===== config.mk =====
export PLATFORM = sky130hd
export DESIGN_NAME = sync_ram_mwnr
export DESIGN_NICKNAME = d
export VERILOG_FILES = /design/src/rtl/ram_pkg.sv /design/src/rtl/sync_ram_mwnr_sweep.sv /design/src/rtl/sync_ram_mwnr.sv
export SDC_FILE = /design/constraint.sdc
export NUM_CORES = 2
export LEC_CHECK = 0
export ABC_CLOCK_PERIOD_IN_PS = 3050
export BUFFER_PORTS_ARGS = -buffer_cell sky130_fd_sc_hd__clkbuf_2
export CAP_MARGIN = 15
export CORE_MARGIN = 2
export CORE_UTILIZATION = 30
export DETAILED_ROUTE_END_ITERATION = 10
export PLACE_DENSITY = 0.4
export SLEW_MARGIN = 20
export SYNTH_ARGS = -nofsm -noshare
export SYNTH_HDL_FRONTEND = slang
export SYNTH_HIERARCHICAL = 1
export SYNTH_SLANG_ARGS = --single-unit

===== constraint.sdc =====
create_clock -name clk -period 3.05 [get_ports clk]
set_input_delay 0.915 -clock clk [delete_from_list [all_inputs] [get_ports clk]]
set_output_delay 0.915 -clock clk [all_outputs]
set_load 0.01 [all_outputs]

===== src/rtl/ram_pkg.sv =====
// ram_pkg: shared clear-FSM states, byte-merge helper and port-slice constants for sync_ram_mwnr
package ram_pkg;
  localparam int BYTE_W = 8;
  localparam int MAX_DW = 512;
  localparam int MAX_BE = MAX_DW / BYTE_W;
  typedef enum logic {SWEEP, READY} sweep_state_e;
  function automatic logic [MAX_DW-1:0] merge_bytes(input logic [MAX_DW-1:0] old_v,
                                                    input logic [MAX_DW-1:0] new_v,
                                                    input logic [MAX_BE-1:0] be);
    logic [MAX_DW-1:0] res;
    res = old_v;
    for (int b = 0; b < MAX_BE; b++)
      if (be[b]) res[b*BYTE_W +: BYTE_W] = new_v[b*BYTE_W +: BYTE_W];
    return res;
  endfunction
endpackage


===== src/rtl/sync_ram_mwnr_sweep.sv =====
// sync_ram_mwnr_sweep: clear sequencer that walks every entry after reset or a clr request
module sync_ram_mwnr_sweep
  import ram_pkg::*;
#(
  parameter int AWIDTH = 5,
  parameter int DEPTH  = 1 << AWIDTH
) (
  input  logic              clk,
  input  logic              rst_n,
  input  logic              clr,
  output logic              ready,
  output logic              sweep_we,
  output logic [AWIDTH-1:0] sweep_addr
);
  sweep_state_e      state_q, state_d;
  logic [AWIDTH-1:0] cnt_q, cnt_d;
  logic              last;
  assign last       = cnt_q == AWIDTH'(DEPTH - 1);
  assign ready      = state_q == READY;
  assign sweep_we   = state_q == SWEEP;
  assign sweep_addr = cnt_q;
  // clr restarts the walk from entry 0 in either state
  always_comb begin
    state_d = state_q == SWEEP ? ((!clr && last) ? READY : SWEEP) : (clr ? SWEEP : READY);
    cnt_d   = (clr || state_q == READY) ? '0 : cnt_q + 1'b1;
  end
  // state and counter registers
  always_ff @(posedge clk or negedge rst_n) begin
    if (!rst_n) begin
      state_q <= SWEEP;
      cnt_q   <= '0;
    end else begin
      state_q <= state_d;
      cnt_q   <= cnt_d;
    end
  end
endmodule


===== src/rtl/sync_ram_mwnr.sv =====
// sync_ram_mwnr: NW-write/NR-read RAM with byte enables and clear sweep; SYNC_RAM_MWNR_BYPASS_EN selects write-first reads
module sync_ram_mwnr
  import ram_pkg::*;
#(
  parameter int               DWIDTH     = 32,
  parameter int               AWIDTH     = 5,
  parameter int               DEPTH      = 1 << AWIDTH,
  parameter int               NW         = 1,
  parameter int               NR         = 2,
  parameter bit               SYNC_READ  = 1,
  parameter logic [DWIDTH-1:0] INIT_VALUE = '0
) (
  input  logic                       clk,
  input  logic                       rst_n,
  input  logic                       clr,
  output logic                       ready,
  input  logic [NW-1:0]              we,
  input  logic [NW*DWIDTH/8-1:0]     wbe,
  input  logic [NW*AWIDTH-1:0]       waddr,
  input  logic [NW*DWIDTH-1:0]       wdata,
  input  logic [NR-1:0]              re,
  input  logic [NR*AWIDTH-1:0]       raddr,
  output logic [NR*DWIDTH-1:0]       rdata
);
  localparam int NB = DWIDTH / BYTE_W;
  logic              sweep_we;
  logic [AWIDTH-1:0] sweep_addr;
  logic [NW-1:0]     wen;
  logic [DWIDTH-1:0] mem [DEPTH];
  logic [DWIDTH-1:0] rd_val [NR];

  sync_ram_mwnr_sweep #(.AWIDTH(AWIDTH), .DEPTH(DEPTH)) u_sweep (
    .clk       (clk),
    .rst_n     (rst_n),
    .clr       (clr),
    .ready     (ready),
    .sweep_we  (sweep_we),
    .sweep_addr(sweep_addr)
  );

  assign wen = we & {NW{ready & ~clr}};

  for (genvar i = 0; i < DEPTH; i++) begin : g_mem
    logic [DWIDTH-1:0] mem_d;
    // later ports merge over earlier ones so the highest index wins per byte
    always_comb begin
      mem_d = mem[i];
      for (int p = 0; p < NW; p++)
        if (wen[p] && waddr[p*AWIDTH +: AWIDTH] == AWIDTH'(i))
          mem_d = DWIDTH'(merge_bytes(MAX_DW'(mem_d), MAX_DW'(wdata[p*DWIDTH +: DWIDTH]), MAX_BE'(wbe[p*NB +: NB])));
      if (sweep_we && sweep_addr == AWIDTH'(i)) mem_d = INIT_VALUE;
    end
    // array storage carries no reset; the sweep defines its content
    always_ff @(posedge clk) mem[i] <= mem_d;
  end

  // read value per port: 0 out of range, INIT_VALUE while sweeping, optionally forwarded write data
  always_comb begin
    for (int r = 0; r < NR; r++) begin
      rd_val[r] = '0;
      if (int'(raddr[r*AWIDTH +: AWIDTH]) < DEPTH) begin
        rd_val[r] = ready ? mem[raddr[r*AWIDTH +: AWIDTH]] : INIT_VALUE;
`ifdef SYNC_RAM_MWNR_BYPASS_EN
        for (int p = 0; p < NW; p++)
          if (wen[p] && waddr[p*AWIDTH +: AWIDTH] == raddr[r*AWIDTH +: AWIDTH])
            rd_val[r] = DWIDTH'(merge_bytes(MAX_DW'(rd_val[r]), MAX_DW'(wdata[p*DWIDTH +: DWIDTH]), MAX_BE'(wbe[p*NB +: NB])));
`endif
      end
    end
  end

  if (SYNC_READ) begin : g_sync
    logic [DWIDTH-1:0] rdata_q [NR];
    // registered read, updated only when the port is enabled
    always_ff @(posedge clk or negedge rst_n) begin
      if (!rst_n) begin
        for (int r = 0; r < NR; r++) rdata_q[r] <= '0;
      end else begin
        for (int r = 0; r < NR; r++) if (re[r]) rdata_q[r] <= rd_val[r];
      end
    end
    for (genvar r = 0; r < NR; r++) begin : g_out
      assign rdata[r*DWIDTH +: DWIDTH] = rdata_q[r];
    end
  end else begin : g_async
    logic unused_re;
    assign unused_re = ^re;
    for (genvar r = 0; r < NR; r++) begin : g_out
      assign rdata[r*DWIDTH +: DWIDTH] = rd_val[r];
    end
  end
endmodule


## Yosys cells after proc, flatten, opt, wreduce, memory -nomap -nowiden

Memories as Yosys holds them, arrays and structs flattened.
Index checks and enable logic that the tools add are counted.

| storage, ports and cells | value |
|---|---|
| register bits | 70 |
| latch bits | 0 |
| RAM bits | 1,024 |
| memory bits (read-only) | 0 |
| input port bits | 57 |
| output and inout port bits | 65 |
| logic and storage cells | 847 |
| memories | 1 |

Memories:

| name | words | width | read ports | clocked after memory_dff | write ports | RTL line | text |
|---|---|---|---|---|---|---|---|
| mem | 32 | 32 | 2 | 0 | 1 | sync_ram_mwnr.sv:29 | `logic [DWIDTH-1:0] mem [DEPTH];` |

| cells by class | value |
|---|---|
| add/subtract/negate cells | 1 |
| multipliers | 0 |
| div/mod/pow operators | 0 |
| $lt $le $gt $ge | 0 |
| equal/unequal tests | 318 |
| shifts and indexed selects | 0 |
| multiplexer cells | 291 |
| bitwise gates (word level) | 4 |
| reductions and logical operators | 228 |

Operators by type and width:

| cell | count |
|---|---|
| 32-bit 2-to-1 mux | 97 |
| 8-bit 2-to-1 mux | 128 |
| 32-bit OR reduction | 31 |
| 3-bit != test, second input constant | 128 |
| 2-bit != test, second input constant | 128 |
| 2-bit AND reduction | 128 |
| 5-bit equality test, second input constant | 32 |
| 5-bit 2-to-1 mux | 32 |
| 4-bit 2-to-1 mux | 31 |
| 5-bit by 4-bit equality test with 1-bit output, second input constant | 16 |
| 1-bit logical AND | 65 |
| 5-bit by 3-bit equality test with 1-bit output, second input constant | 8 |
| 5-bit by 2-bit equality test with 1-bit output, second input constant | 4 |
| 5-bit by 1-bit equality test with 1-bit output, second input constant | 2 |
| 5-bit zero test | 2 |
| 5-bit by 1-bit adder with 5-bit output, second input constant | 1 |
| 1-bit 2-to-1 mux | 3 |
| 1-bit AND | 2 |
| 1-bit NOT | 2 |
| 1-bit zero test | 1 |
| 1-bit logical OR | 1 |

## Longest topological paths before layout

| logic depth | value |
|---|---|
| depth in word-level cells | 38 |
| gate-level depth with buffers | 10 |
| gate-level depth less buffers | 5 |

## By module

Netlist, hierarchy kept.

Modules (own cells, without submodules):

| module | times used | cells each | area each (um^2) | sequential area each (um^2) |
|---|---|---|---|---|
| sync_ram_mwnr | 1 | 4,327 | 58,914.0 | 32,351.0 |
| sync_ram_mwnr_sweep | 1 | 22 | 262.8 | 150.1 |

## Worst setup path before layout

No wires, ideal clock.

| timing path | value |
|---|---|
| kind | input to register |
| start | in raddr[6] |
| end | reg g_sync.rdata_q (netlist bit rdata[36]) |
| library setup time | 135 ps |
| arrival time | 2,549 ps |
| data required time | 2,915 ps |
| slack | 365 ps |
| stages on the path | 7 |
| buffers on the path | 3 |
| path through | buf_2 buf_2 buf_1 mux4_2 mux2_2 a221oi_1 o22ai_1 |

| between the ends | value |
|---|---|
| longest elaborated chain between the ends | 2 |

RTL lines:

| item | RTL line | text |
|---|---|---|
| from (decl) | sync_ram_mwnr.sv:22 | `input logic [NR*AWIDTH-1:0] raddr,` |
| memory read 32 x 32 bit | - |  |
| 32-bit 2-to-1 mux | sync_ram_mwnr.sv:62 | `rd_val[r] = ready ? mem[raddr[r*AWIDTH +: AWIDTH]] : INIT_VALUE;` |
| to (decl) | sync_ram_mwnr.sv:73 | `logic [DWIDTH-1:0] rdata_q [NR];` |

No other way between the ends.
A chain may end at the register's enable or synchronous reset.

## Final worst setup path

| timing path | value |
|---|---|
| start | reg g_sync.rdata_q (netlist bit rdata[55]) |
| end | out rdata[55] |

RTL lines:

| item | RTL line | text |
|---|---|---|
| to (decl) | sync_ram_mwnr.sv:23 | `output logic [NR*DWIDTH-1:0] rdata` |

No word-level cell between the ends.

==> flow_metrics.tcl <==
set metrics [dict create \
    status "completed" \
    drv_slew 0 \
    io_pins 122 \
    fmax_mhz 383 \
    vias 39300 \
    ys_async_sr_fraction_pct 6.40 \
    dieArea_mm2 0.201 \
    cts_tree "yes" \
    hpwl_um 170000 \
    ir_drop_mv 0.567 \
    postSynthCellCount 4349 \
    crit_family "flip-flops" \
    regArea_mm2 0.0325 \
    max_slew.worst_pin.slew_ns 0.987 \
    ys_seq_area_share_pct 54.9 \
    ys_seq_elements 1094 \
    rsz0062_at_grt "false" \
    final_util_pct 36.4 \
    grt_max_degree 40 \
    drt_first_iter_violations 3208 \
    cp-end-kind "output port" \
    area_delta_synth_final_pct 21.0 \
    layout_setup_ws_ns 0.442 \
    startpoint_type "flop" \
    drc_errors 0 \
    multi_input_area_mm2 0.0248 \
    fp.dieW_um 448 \
    first_pass_iters 5 \
    powerDensity_mw_per_mm2 520 \
    crit_buf_inv 1 \
    die_h_um 448 \
    yosysUniqueCellTypes 38 \
    ant_nets 0 \
    finalSetupViolations 0 \
    critPathRequiredTime_ns 2.13 \
    synth_area_mm2 0.0592 \
    portBuffers 121 \
    syn_avg_cell_area_um2 13.6 \
    cpPeakStageDelay_ns 0.65 \
    period_share_pct 85.5 \
    cts_resized 0 \
    clock_tree.root_cell "clkbuf_16" \
    grt_pass1_vias 40700 \
    fill_cells 19000 \
    crit_type "flop to output port" \
    min_path_type "primary input to flop" \
    slowest_stage "dfrtp_1" \
    post-route-min-period_ns 2.61 \
    clk_pin_slew_worst_paths_ns 0.06 \
    preCtsSetupSlack_ns -0.188 \
    initial_core_util_pct 30.1 \
    synth_edf_count 1024 \
    layout.nets 4780 \
    grtUsageTotal_pct 24.3 \
    crit_arrival_ns 1.69 \
    drive_gt1_share_pct 28.8 \
    placementRows 163 \
    slew-limit-headroom_pct 34.2 \
    grt_pass1_wl_um 337000 \
    worstPathCellList "clkbuf_2" \
    cts.sinks 1094 \
    gp_congestion 0.834 \
    clk_latency_ns 0.80 \
    wl_per_cell_um 32.6 \
    hold_viol 0 \
    crit_path_max_fanout 2 \
    p_leak_uw 0.0264 \
    cts_buffer_depth 3 \
    synth-main-ff-cell "edfxtp_1" \
    cap_violations 0 \
    globalRouteOverflowTotal 0 \
    via_per_inst 5.25 \
    syn_nets 4408 \
    cts_buffers 137 \
    yosys_warnings 6 \
    postCtsSetupBuffers 0 \
    core_mm2 0.197 \
    htreeDepth 4 \
    antenna_found_initial 20 \
    finalWirelength_um 244000 \
    clock_skew_ns 0.0350 \
]
-- Yosys cell counts, types with 19 or more instances --
master        n  area, µm²
edfxtp_1   1024      30700
and2_1      612       3830
mux2i_1     459       4590
nor2b_1     424       2650
clkbuf_1    325       1220
mux4_2      256       5770
mux2_2      182       2050
nand2_1     159        597
a21oi_1     121        606
a22o_1       91        797
a221oi_1     87        762
a21o_1       72        541
dfrtp_1      70       1750
o22ai_1      62        388
o221ai_1     57        499
buf_2        54        270
nor2_1       53        199
a221oi_2     34        510
inv_1        34        128
buf_4        30        225
o2bb2ai_1    27        236
buf_6        19        214
-- cells by family (layout without fill, tap and decap cells) --
family / after synthesis / after routing / share of synthesized area [%]
muxes: 897 / 897 / 21.0
adders and majority gates: 2 / 2 / 0.0423
DFF: 1094 / 1094 / 54.9
xor gates and xnor gates: 1 / 1 / 0.0148
buffers and inverters: 480 / 963 / 3.59
other: 0 / 15 / 0
and+or+nand+nor: 1305 / 1305 / 12.9
AOI/OAI and AO/OA: 570 / 570 / 7.58
-- where the power goes --
group / switching, µW / internal, µW
Clock: 6780 / 9630
Combinational: 2340 / 1720
Sequential: 96.5 / 16700
-- metrics by stage --
step                      instance area [µm²]  hold slack, ns  power, µW  cells  setup TNS [ns]
final                                   71600           0.442      37200   7487               0
after floorplan                         59200           0.521      19400   4349               0
after global routing                    71600           0.434      38400   7477               0
after detailed placement                67100           0.495      21100   7221           -1.31
after CTS                               71500           0.386      37600   7472               0
after global placement                  67100           0.488      21100   7221           -1.33
-- final timing paths --
check	startpoint	to	slack, ns	cells past startpoint
worst max-delay path	rdata[55]	rdata[55]	0.44	1
worst min-delay path	clr	u_sweep/ready	0.44	2
worst max register to register	u_sweep/sweep_addr[1]	mem[1][17]	0.48	5
worst min register to register	rdata[22]	rdata[22]	0.50	1
max in group asynchronous	rst_n	rdata[31]	1.73	3
min in group asynchronous	rst_n	rdata[19]	0.55	2
-- layout make-up --
class | instances | area share, %
Antenna cell | 15 | 0.0524
Clock buffer | 192 | 5.47
Clock inverter | 58 | 0.743
Inverter | 34 | 0.178
Multi-Input combinational cell | 2775 | 34.6
Sequential cell | 1094 | 45.4
Tap cell | 2640 | 4.61
Timing Repair Buffer | 679 | 8.96
-- registers in the layout, indices dropped and copies added, names as in the netlist --
register,cells
rdata,64
u_sweep/ready,1
mem,1024
u_sweep/sweep_addr,5
-- layout by cell type (no fill, tap or decap), drive strengths merged, types with 4 or more instances in the layout --
cell type  count
clkinv        43
mux2i        459
a22o          91
nand3         17
clkbuf       303
o2bb2ai       27
nand2        159
mux2         182
and2         612
mux4         256
a21oi        121
inv           40
bufinv         8
diode         15
a21o          72
nor3           8
o22ai         62
nor2          54
nand2b         8
buf          567
a22oi         17
dfrtp         70
o221ai        57
nor2b        424
nor3b          7
edfxtp      1024
or3            4
a221oi       121
-- per-layer routing --
layer / part of all wire (%) / global-route usage [%] / vias up / wire length (µm)
met5: 0.0053 / 0 / - / 13
met4: 3.2 / 7.57 / 2 / 7750
met3: 5.2 / 3.17 / 331 / 12800
met2: 49 / 41.4 / 1176 / 120000
met1: 43 / 32.0 / 20600 / 104000
li1: - / - / 17200 / -
-- timing repair --
action,in CTS,in global routing
hold buffers,1,0
setup endpoints to repair,0,0
endpoints found under the hold margin,14,0
Note: power is estimated with default switching activity, not from simulation.
